$ cat config.mk
export PLATFORM = sky130hd
export DESIGN_NAME = sprite_compositor_flat
export DESIGN_NICKNAME = d
export VERILOG_FILES = /design/src/rtl/sprite_compositor_if.sv /design/src/rtl/sprite_compositor.sv /design/src/flat_wrapper.sv
export SDC_FILE = /design/constraint.sdc
export NUM_CORES = 1
export LEC_CHECK = 0
export CORE_MARGIN = 2
export CORE_UTILIZATION = 36
export DETAILED_ROUTE_END_ITERATION = 10
export GPL_TIMING_DRIVEN = 0
export HOLD_SLACK_MARGIN = 0.1
export PLACE_DENSITY = 0.71
export SETUP_SLACK_MARGIN = 0.4
export SLEW_MARGIN = 10
export SYNTH_ARGS = -nofsm -noshare
export SYNTH_HDL_FRONTEND = slang
export SYNTH_SLANG_ARGS = --single-unit
$ cat constraint.sdc
create_clock -name clk -period 0.8 [get_ports clk]
set_input_delay 0.16 -clock clk [delete_from_list [all_inputs] [get_ports clk]]
set_output_delay 0.16 -clock clk [all_outputs]
set_load 0.01 [all_outputs]
$ cat src/rtl/sprite_compositor_if.sv
// Pixel/collision bundle between the sprite draw engines, the compositor and game logic.
// master: draw-side/consumer driver; slave: the compositor itself.
interface sprite_compositor_if #(
    parameter int N_SPR = 4
);
    localparam int NPAIR = N_SPR * (N_SPR - 1) / 2;

    logic             video_on;
    logic [N_SPR-1:0] spr_draw;
    logic             frame_end;
    logic [7:0]       rgb;
    logic [NPAIR-1:0] coll_flags;
    logic             coll_valid;
    logic             coll_ack;
    logic             coll_overrun;

    modport master (
        output video_on, spr_draw, frame_end, coll_ack,
        input  rgb, coll_flags, coll_valid, coll_overrun
    );

    modport slave (
        input  video_on, spr_draw, frame_end, coll_ack,
        output rgb, coll_flags, coll_valid, coll_overrun
    );
endinterface

$ cat src/rtl/sprite_compositor.sv
// Priority-merges sprite layers into a registered RGB332 pixel and snapshots per-frame layer-pair overlaps.
// Latency: pixel 1 cycle; collision snapshot visible the cycle after frame_end.
// Backpressure: none on pixels; an unacked snapshot is OR-merged with the next one and flags overrun.
module sprite_compositor #(
    parameter int                 N_SPR      = 4,
    parameter logic [8*N_SPR-1:0] SPR_COLORS = {8'hE0, 8'h1C, 8'h03, 8'hFF},
    parameter logic [7:0]         BG_COLOR   = 8'h00
) (
    input logic                clk,
    input logic                rst,
    sprite_compositor_if.slave bus
);
    localparam int NPAIR = N_SPR * (N_SPR - 1) / 2;

    typedef enum logic {IDLE, PENDING} state_t;

    state_t           state, state_nxt;
    logic [7:0]       rgb_q, rgb_nxt;
    logic [NPAIR-1:0] flags_q, flags_nxt;
    logic             ovr_q, ovr_nxt;
    logic [NPAIR-1:0] acc, acc_nxt;
    logic [NPAIR-1:0] hit;
    logic [NPAIR-1:0] snap;

    // Lowest set layer wins, so scan from the top down and let lower indices overwrite.
    always_comb begin
        rgb_nxt = BG_COLOR;
        for (int i = N_SPR - 1; i >= 0; i--) begin
            if (bus.spr_draw[i]) begin
                rgb_nxt = SPR_COLORS[8*i +: 8];
            end
        end
        if (!bus.video_on) begin
            rgb_nxt = 8'h00;
        end
    end

    // Pair (i,j), i<j, numbered lexicographically.
    for (genvar gi = 0; gi < N_SPR - 1; gi++) begin : g_i
        for (genvar gj = gi + 1; gj < N_SPR; gj++) begin : g_j
            localparam int P = gi * N_SPR - gi * (gi + 1) / 2 + (gj - gi - 1);
            assign hit[P] = bus.video_on & bus.spr_draw[gi] & bus.spr_draw[gj];
        end
    end

    assign snap = acc | hit;

    always_comb begin
        state_nxt = state;
        flags_nxt = flags_q;
        ovr_nxt   = ovr_q;
        acc_nxt   = acc | hit;
        case (state)
            IDLE: begin
                if (bus.frame_end) begin
                    state_nxt = PENDING;
                    flags_nxt = snap;
                    ovr_nxt   = 1'b0;
                    acc_nxt   = '0;
                end
            end
            PENDING: begin
                if (bus.frame_end) begin
                    acc_nxt = '0;
                    if (bus.coll_ack) begin
                        flags_nxt = snap;
                        ovr_nxt   = 1'b0;
                    end else begin
                        flags_nxt = flags_q | snap;
                        ovr_nxt   = 1'b1;
                    end
                end else if (bus.coll_ack) begin
                    state_nxt = IDLE;
                    ovr_nxt   = 1'b0;
                end
            end
            default: state_nxt = IDLE;
        endcase
    end

    always_ff @(posedge clk) begin
        if (rst) begin
            state   <= IDLE;
            rgb_q   <= '0;
            flags_q <= '0;
            ovr_q   <= 1'b0;
            acc     <= '0;
        end else begin
            state   <= state_nxt;
            rgb_q   <= rgb_nxt;
            flags_q <= flags_nxt;
            ovr_q   <= ovr_nxt;
            acc     <= acc_nxt;
        end
    end

    assign bus.rgb          = rgb_q;
    assign bus.coll_flags   = flags_q;
    assign bus.coll_valid   = (state == PENDING);
    assign bus.coll_overrun = ovr_q;
endmodule

$ cat src/flat_wrapper.sv
// flat-port wrapper written by rule: the top's interface ports become plain ports
module sprite_compositor_flat 
#(
    parameter int                 N_SPR      = 4,
    parameter logic [8*N_SPR-1:0] SPR_COLORS = {8'hE0, 8'h1C, 8'h03, 8'hFF},
    parameter logic [7:0]         BG_COLOR   = 8'h00
)
  (clk, rst, bus_video_on, bus_spr_draw, bus_frame_end, bus_coll_ack, bus_rgb, bus_coll_flags, bus_coll_valid, bus_coll_overrun);
  sprite_compositor_if #(.N_SPR(N_SPR)) bus_i ();
  input logic clk;
  input logic rst;
  input wire logic [$bits(bus_i.video_on)-1:0] bus_video_on;
  input wire logic [$bits(bus_i.spr_draw)-1:0] bus_spr_draw;
  input wire logic [$bits(bus_i.frame_end)-1:0] bus_frame_end;
  input wire logic [$bits(bus_i.coll_ack)-1:0] bus_coll_ack;
  output wire logic [$bits(bus_i.rgb)-1:0] bus_rgb;
  output wire logic [$bits(bus_i.coll_flags)-1:0] bus_coll_flags;
  output wire logic [$bits(bus_i.coll_valid)-1:0] bus_coll_valid;
  output wire logic [$bits(bus_i.coll_overrun)-1:0] bus_coll_overrun;
  assign bus_i.video_on = bus_video_on;
  assign bus_i.spr_draw = bus_spr_draw;
  assign bus_i.frame_end = bus_frame_end;
  assign bus_i.coll_ack = bus_coll_ack;
  assign bus_rgb = bus_i.rgb;
  assign bus_coll_flags = bus_i.coll_flags;
  assign bus_coll_valid = bus_i.coll_valid;
  assign bus_coll_overrun = bus_i.coll_overrun;
  sprite_compositor #(.N_SPR(N_SPR), .SPR_COLORS(SPR_COLORS), .BG_COLOR(BG_COLOR)) u_core (.clk(clk), .rst(rst), .bus(bus_i));
endmodule
# [Word level (Yosys, flattened, before mapping)]
# Index checks and enable logic that the tools add are counted.
[word_totals] ff_bits=22 latchBits=0 ram_bits=0 mem_bits_ro=0 inputBits=9 elab_cells=41 memories=0
[op_classes] n_addsub=0 n_mul=0 n_div=0 n_lt_le_gt_ge=0 eq_ne=3 shifts=0 mux=16 n_bitwise=13 reduce_logical=4
[op_table] cell="8-bit 2-to-1 mux" count=4
[op_table] cell="6-bit 2-to-1 mux" count=3
[op_table] cell="6-bit bitwise OR" count=2
[op_table] cell="6-bit one-hot mux with 2 select lines" count=1
[op_table] cell="1-bit bitwise AND" count=9
[op_table] cell="1-bit 2-to-1 mux" count=6
[op_table] cell="2-bit != test, second input constant" count=2
[op_table] cell="1-bit one-hot mux with 2 select lines" count=2
[op_table] cell="2-bit AND reduction" count=2
[op_table] cell="2-bit OR reduction" count=2
[op_table] cell="3-bit != test, second input constant" count=1
[op_table] cell="1-bit NOT" count=2

# [Logic depth before layout (Yosys ltp)]
[depth] ltp_word=7 mapped_depth=4 depth_no_buf=3

# [Least setup slack after synthesis]
# No wires, ideal clock.
[synth_timing] path_type="flip-flop to flip-flop" start="reg u_core.state (netlist: u_core.bus.coll_valid)" end="reg u_core.flags_q[1] (netlist: u_core.bus.coll_flags[1])" setup_ns=0.070 arrival_ns=0.812 required_time_ns=0.730 setup_slack_ns=-0.082 path_stages_with_launch=4 path_buffers=0 period_less_slack_ns=0.882 cell_sequence="dfxtp_1 and2b_1 o21ai_0 a21oi_1"
[synth_via] elab_chain_len=3 elab_cells_between_ends=5
[synth_lines] item="from (decl)" line_no="sprite_compositor.sv:17" rtl="state_t state, state_nxt;"
[synth_lines] item="from (signal assigned)" line_no="sprite_compositor.sv:89" rtl="state <= state_nxt;"
[synth_lines] item="1-bit NOT" line_no="sprite_compositor.sv:53" rtl="case (state)"
[synth_lines] item="2-bit != test (no line)"
[synth_lines] item="2-bit AND reduction (no line)"
[synth_lines] item="to (signal assigned)" line_no="sprite_compositor.sv:91" rtl="flags_q <= flags_nxt;"
[synth_lines] item="to (decl)" line_no="sprite_compositor.sv:19" rtl="logic [NPAIR-1:0] flags_q, flags_nxt;"
# Parallel ways exist; a longest one is shown, timed or not.
# A chain may end at the register's enable or synchronous reset.

# [Worst setup path in the final report]
[layout_timing] start="reg u_core.rgb_q[4] (netlist: u_core.bus.rgb[4])" end="out bus_rgb[4]"
[layout_rtl] item="from (decl)" line_no="sprite_compositor.sv:18" rtl="logic [7:0] rgb_q, rgb_nxt;"
[layout_rtl] item="from (signal assigned)" line_no="sprite_compositor.sv:90" rtl="rgb_q <= rgb_nxt;"
[layout_rtl] item="to (decl)" line_no="flat_wrapper.sv:16" rtl="output wire logic [$bits(bus_i.rgb)-1:0] bus_rgb;"
# No word-level cell between the ends.

==> impl_metrics.tcl <==
set metrics [dict create \
    outcome "complete, but fails checks" \
    failed_checks "negative setup slack" \
    reg2reg_to "u_core.bus.coll_flags[4]" \
    netSwitchingPower_uw 462 \
    synthTopCellsByArea "dfxtp_1 (54%), nor2_1 (8.3%), a31oi_1 (6.9%), nand2b_1 (6.9%), buf_4 (5.9%)" \
    die_boundary_height_um 45.9 \
    post-synth-top-area-cell "dfxtp_1" \
    worstSetupStartpointType "register" \
    p_per_area_nw_per_um2 1520 \
    worst_ep_required_time_ns 0.64 \
    grt.overflow.total 0 \
    post_synth_instance_area_um2 633 \
    path_clk_slew_ns 0.10 \
    synth-seq-area-share_pct 53.8 \
    finish.instance_area_um2 1120 \
    insertedDiodeCount 0 \
    final.min_clock_period_ns 1.03 \
    type_of_the_worst_min_delay_path "input pin to register" \
    flow.area_growth_from_synthesis_pct 77.7 \
    clock_tree.htree_level_count 1 \
    antenna_found_initial 0 \
    setup.worst_path.end_class "primary output" \
    synth.lib_cells_used.distinct 13 \
    slew_headroom_pct 85.2 \
    drt_iter0_drc 13 \
    gp_weighted_congestion 0.796 \
    drive_gt1_share_pct 69.6 \
    dpl.hpwl_um 982 \
    final-max-slew-violation-count 0 \
    worst_hold_path.endpoint "u_core.bus.coll_flags[1]" \
    cts_tree "built" \
    number_of_vias_per_cell_after_detailed_routing 5.19 \
    data_arrival_time_of_the_worst_path_ns 0.87 \
    max_slew.worst_pin.slew_ns 0.221 \
    layout.cells.most_common "buf_6" \
    drt-wirelength-per-cell_um 13.3 \
    synth_fp_nets 80 \
    post_dp_cell_area_um2 933 \
    synthDominantCellAreaShare_pct 53.8 \
    rows 15 \
    cellLeakagePower_uw 0.000454 \
    pwr-share-clk_pct 26.9 \
    cts_inserted_buffers 3 \
    reg2regPathDepth 3 \
    core_area_um2 1690 \
    final-setup-viol-count 24 \
    comb_power_share_pct 20.3 \
    final_cell_mix "buf_6 (21), dfxtp_2 (13), nor2_1 (11)" \
    drt_pre_antenna_iters 4 \
    unrepaired_setup_endpoints_after_global_routing "yes" \
    synth_cells 71 \
    floorplan.initialDensity_pct 37.5 \
    timing.clock.skew_ns 0.00600 \
    postSynthRegisterBits 17 \
    seq_power_share_pct 52.8 \
    worstHoldStart "rst" \
    maximum_clock_frequency_mhz 973 \
    worstSetupPathType "register to primary output" \
    total_power_uw 1710 \
    via_count_of_the_first_global_routing_pass 575 \
    final_hold_viol_count 0 \
    die_width_um 45.9 \
    synth.yosys.warnings 0 \
    switching_share_pct 27.0 \
    cell_internal_pwr_uw 1250 \
    cts-root-to-sink-buffers 2 \
    grt_first_pass_wirelength_mm 2.17 \
    post_route_ant_nets 0 \
    r2r_setup_slack_ns -0.07 \
    clkLatencyLatePin_ns 0.30 \
    grt_max_degree 11 \
    drv.max_cap_violation_count 0 \
    setup_tns_ns -2.79 \
    largest_voltage_drop_on_the_vdd_net_mv 0.912 \
    cts_root_buffer "clkbuf_4" \
    share_of_the_clock_period_used_by_the_worst_path_pct 128 \
    via_count 618 \
    global_route_usage_over_all_layers_pct 14.8 \
    avgSynthCellArea_um2 8.92 \
    drc 0 \
    setup_ws_ns -0.227 \
    layout.nets 112 \
    io_buffers 23 \
    wl_mm 1.59 \
    critPathMaxFanout 3 \
    floorplan.io_pins 25 \
    floorplan.die_area_um2 2110 \
    worstReg2RegStart "u_core.bus.coll_valid" \
    cts.sinks 17 \
    hold-path-cell-count 2 \
    final_core_util_pct 66.6 \
]
[worst max-delay path by stage]
| stage | start | to | slack [ns] |
|---|---|---|---|
| after CTS | u_core.bus.rgb[4] | bus_rgb[4] | -0.22 |
| after detailed placement | bus_frame_end | u_core.bus.coll_overrun | -0.59 |
| after floorplan | u_core.bus.coll_valid | u_core.bus.coll_flags[1] | -0.05 |
| final | u_core.bus.rgb[4] | bus_rgb[4] | -0.23 |
| after global routing | u_core.bus.rgb[4] | bus_rgb[4] | -0.26 |
| after global placement | bus_frame_end | u_core.bus.coll_overrun | -0.57 |
[logic make-up (layout without fill, tap and decap cells)]
logic type	after synthesis	after routing	synth area share (%)
flip-flops	17	17	53.8
AO/OA/AOI/OAI	21	21	19.6
buffers and inverters	10	41	9.29
AND/OR/NAND/NOR	23	23	17.4
[state kept, by name, summed over array words and instances, names as in the netlist]
signal                   cells
u_core.acc                   6
u_core.bus.rgb               3
u_core.bus.coll_valid        1
u_core.bus.coll_overrun      1
u_core.bus.coll_flags        6
[timing repair]
action                                  CTS  global route
endpoints found under the hold margin     8             8
setup buffers                             2             2
pin swaps                                 8             6
endpoints found under the setup margin   33            33
resized for setup                       115            34
[routing by layer]
layer	track usage (%)	up-vias	wire length [um]
met5	0	-	0
met1	15.0	292	645
li1	-	299	-
met4	11.4	0	59
met2	25.3	20	832
met3	3.97	7	50
[critical path, cell delays in order (launching register included)]
cell and delay, ns:
dfxtp_4 0.36, buf_6 0.11, buf_6 0.11
[metrics by stage]
step	hold WS, ns	instances	setup WS (ns)
2_1_floorplan	0.244	71	-0.0511
3_3_place_gp	0.359	111	-0.565
3_5_place_dp	0.364	111	-0.591
4_1_cts	0.0524	117	-0.223
5_1_grt	0.0349	119	-0.256
6_report	0.0479	119	-0.227
[power by group through the flow]
stage | logic [uW] | registers (uW) | clock network [uW]
floorplan | 115 | 925 | 0
global placement | 268 | 913 | 0
detailed placement | 271 | 915 | 0
CTS | 294 | 901 | 458
global route | 371 | 909 | 503
finish | 348 | 905 | 460
[area by class of cell]
type / count / area, um^2
buffer: 7 / 76.3
clock buffer: 3 / 22.5
sequential: 17 / 368
inverter: 3 / 11.3
timing repair buffer: 27 / 254
clock inverter: 1 / 5.00
multi-input combinational: 44 / 367
tap: 17 / 21.3
fill: 132 / 564
[cell usage after synthesis (all sizes together)]
cell type and count:
a31oi 7, or2 1, dfxtp 17, and2b 1, buf 7, nor2 14
inv 3, nand2b 7, a21oi 7, o21ai 6, a2111oi 1
No activity file was read; power rests on OpenSTA's default activity.
==> variant (config.mk and constraints unchanged) <==
Take the reset off `rgb_q` and load it in a clocked block of its own.
--- a/src/rtl/sprite_compositor.sv
+++ b/src/rtl/sprite_compositor.sv
@@ -83,3 +83,2 @@
             state   <= IDLE;
-            rgb_q   <= '0;
             flags_q <= '0;
@@ -89,3 +88,2 @@
             state   <= state_nxt;
-            rgb_q   <= rgb_nxt;
             flags_q <= flags_nxt;
@@ -94,2 +92,6 @@
         end
+    end
+
+    always_ff @(posedge clk) begin
+        rgb_q <= rgb_nxt;
     end
Function: changed (Yosys sat finds a counterexample within 4 cycles, from zero or initial values and one cycle with rst high).
==> variant against the original RTL <==
- the flow still finishes with violations (setup timing)
- cell area down 1.7%
- routed wire length down 13%
- combinational power up 1%
- sequential cell count unchanged
- via count down 9.1%
- core utilization down 1.8 points
- register-to-register slack about the same
- total power up 0.67%
- setup slack better by 0.0028 ns
- synthesized cell count down 4.2%
- highest routed layer unchanged
- synthesized area up 1.6%
- global-route usage down 0.66 points
==> variant: results (changes against the original RTL) <==
| Metric | Value |
|---|---|
| Filler cells | 129 (was 132) |
| Port-buffer cells | 22 (was 23) |
| Worst Tran Pin Value | 0.225 ns (was 0.221 ns) |
| Violated checks | setup timing (unchanged) |
| Setup ws final | -0.224 ns (was -0.227 ns) |
| Final-report setup violation count | 23 (was 24) |
| Seq/Total Area, Yosys | 0.529 (was 0.538) |
| Clock buf count | 4 (was 3) |
| Hold Slack | 0.0433 ns (was 0.0479 ns) |
| Inverters | 1 (was 3) |
| Number of global-route vias before repair | 502 (was 575) |
| Final net count | 106 (was 112) |
| Netlist cell types | 16 (was 13) |
| Clock-cell share | 0.0238 (was 0.0245) |
| Clk_skew | 0.00397 ns (was 0.00600 ns) |
| Share of cells above drive strength 1 | 0.677 (was 0.696) |
| First-pass GRT wire length | 2170 um (about the same) |
| Mapped Nets | 77 (was 80) |
| Gpl congestion | 0.687 (was 0.796) |
| Drt total wl | 1380 um (was 1590 um) |
| Grt met1 use | 0.193 (was 0.150) |
| Synth top area cells | dfxtp_1 53%, buf_4 7.0%, a31oi_1 5.8%, nand2b_1 5.8%, nor2_1 5.8% (was dfxtp_1 54%, nor2_1 8.3%, a31oi_1 6.9%, nand2b_1 6.9%, buf_4 5.9%) |
| Leakage | 0.425 nW (was 0.454 nW) |
| Data buffer area share | 0.298 (was 0.294) |
| Status | complete, but fails checks (unchanged) |
| Crit path from | u_core.bus.rgb[6] (was u_core.bus.rgb[4]) |
| Buffers excl. clock | 32 (was 34) |
| FF+latch area | 365 um2 (was 368 um2) |
| Reg-to-Reg End | u_core.bus.coll_overrun (was u_core.bus.coll_flags[4]) |
[variant: cell count changes after synthesis, moves of 2 or more]
cell	delta
o21a_1	+3
o21ai_1	+6
nor2_1	-4
inv_1	-2
o21ai_0	-6
[variant: timing repair]
item | 4_1_cts | 5_1_grt
endpoints found under the setup margin | 33 | 30
endpoints found under the hold margin | 10 | 8
buffers inserted | 1 | 1
resized for setup | 113 | 25
pin swaps | 7 | 5
[variant: layer usage]
layer,vias up,part of all wire
li1,284,-
met1,265,0.42
met2,10,0.53
met3,3,0.022
met4,0,0.025
met5,-,0
[variant: worst reg2reg max path: stages, from the launching register on]
cell and delay (ns):
dfxtp_2 0.37, buf_6 0.12, nor2_4 0.04, a2111oi_4 0.25
[variant: where the power goes]
group / switching [mW] / internal [mW]
registers: 0.0272 / 0.883
clock network: 0.266 / 0.194
logic: 0.152 / 0.200
[variant: cell families (layout without fill, tap and decap cells)]
group / after synthesis / count (layout) / share of synthesized area
simple gates: 20 / 20 / 0.160
flops: 17 / 17 / 0.529
buf+inv: 9 / 37 / 0.101
compound gates: 22 / 22 / 0.210
[variant: metrics by stage]
| step | std cells | area (um2) | setup WS, ns | setup TNS [ns] |
|---|---|---|---|---|
| 2_1_floorplan | 68 | 692 | -0.0511 | -0.300 |
| 6_report | 121 | 1110 | -0.224 | -2.65 |
| 3_5_place_dp | 115 | 943 | -0.580 | -11.68 |
| 5_1_grt | 121 | 1110 | -0.258 | -3.40 |
| 3_3_place_gp | 115 | 943 | -0.567 | -11.38 |
| 4_1_cts | 120 | 1010 | -0.231 | -3.00 |
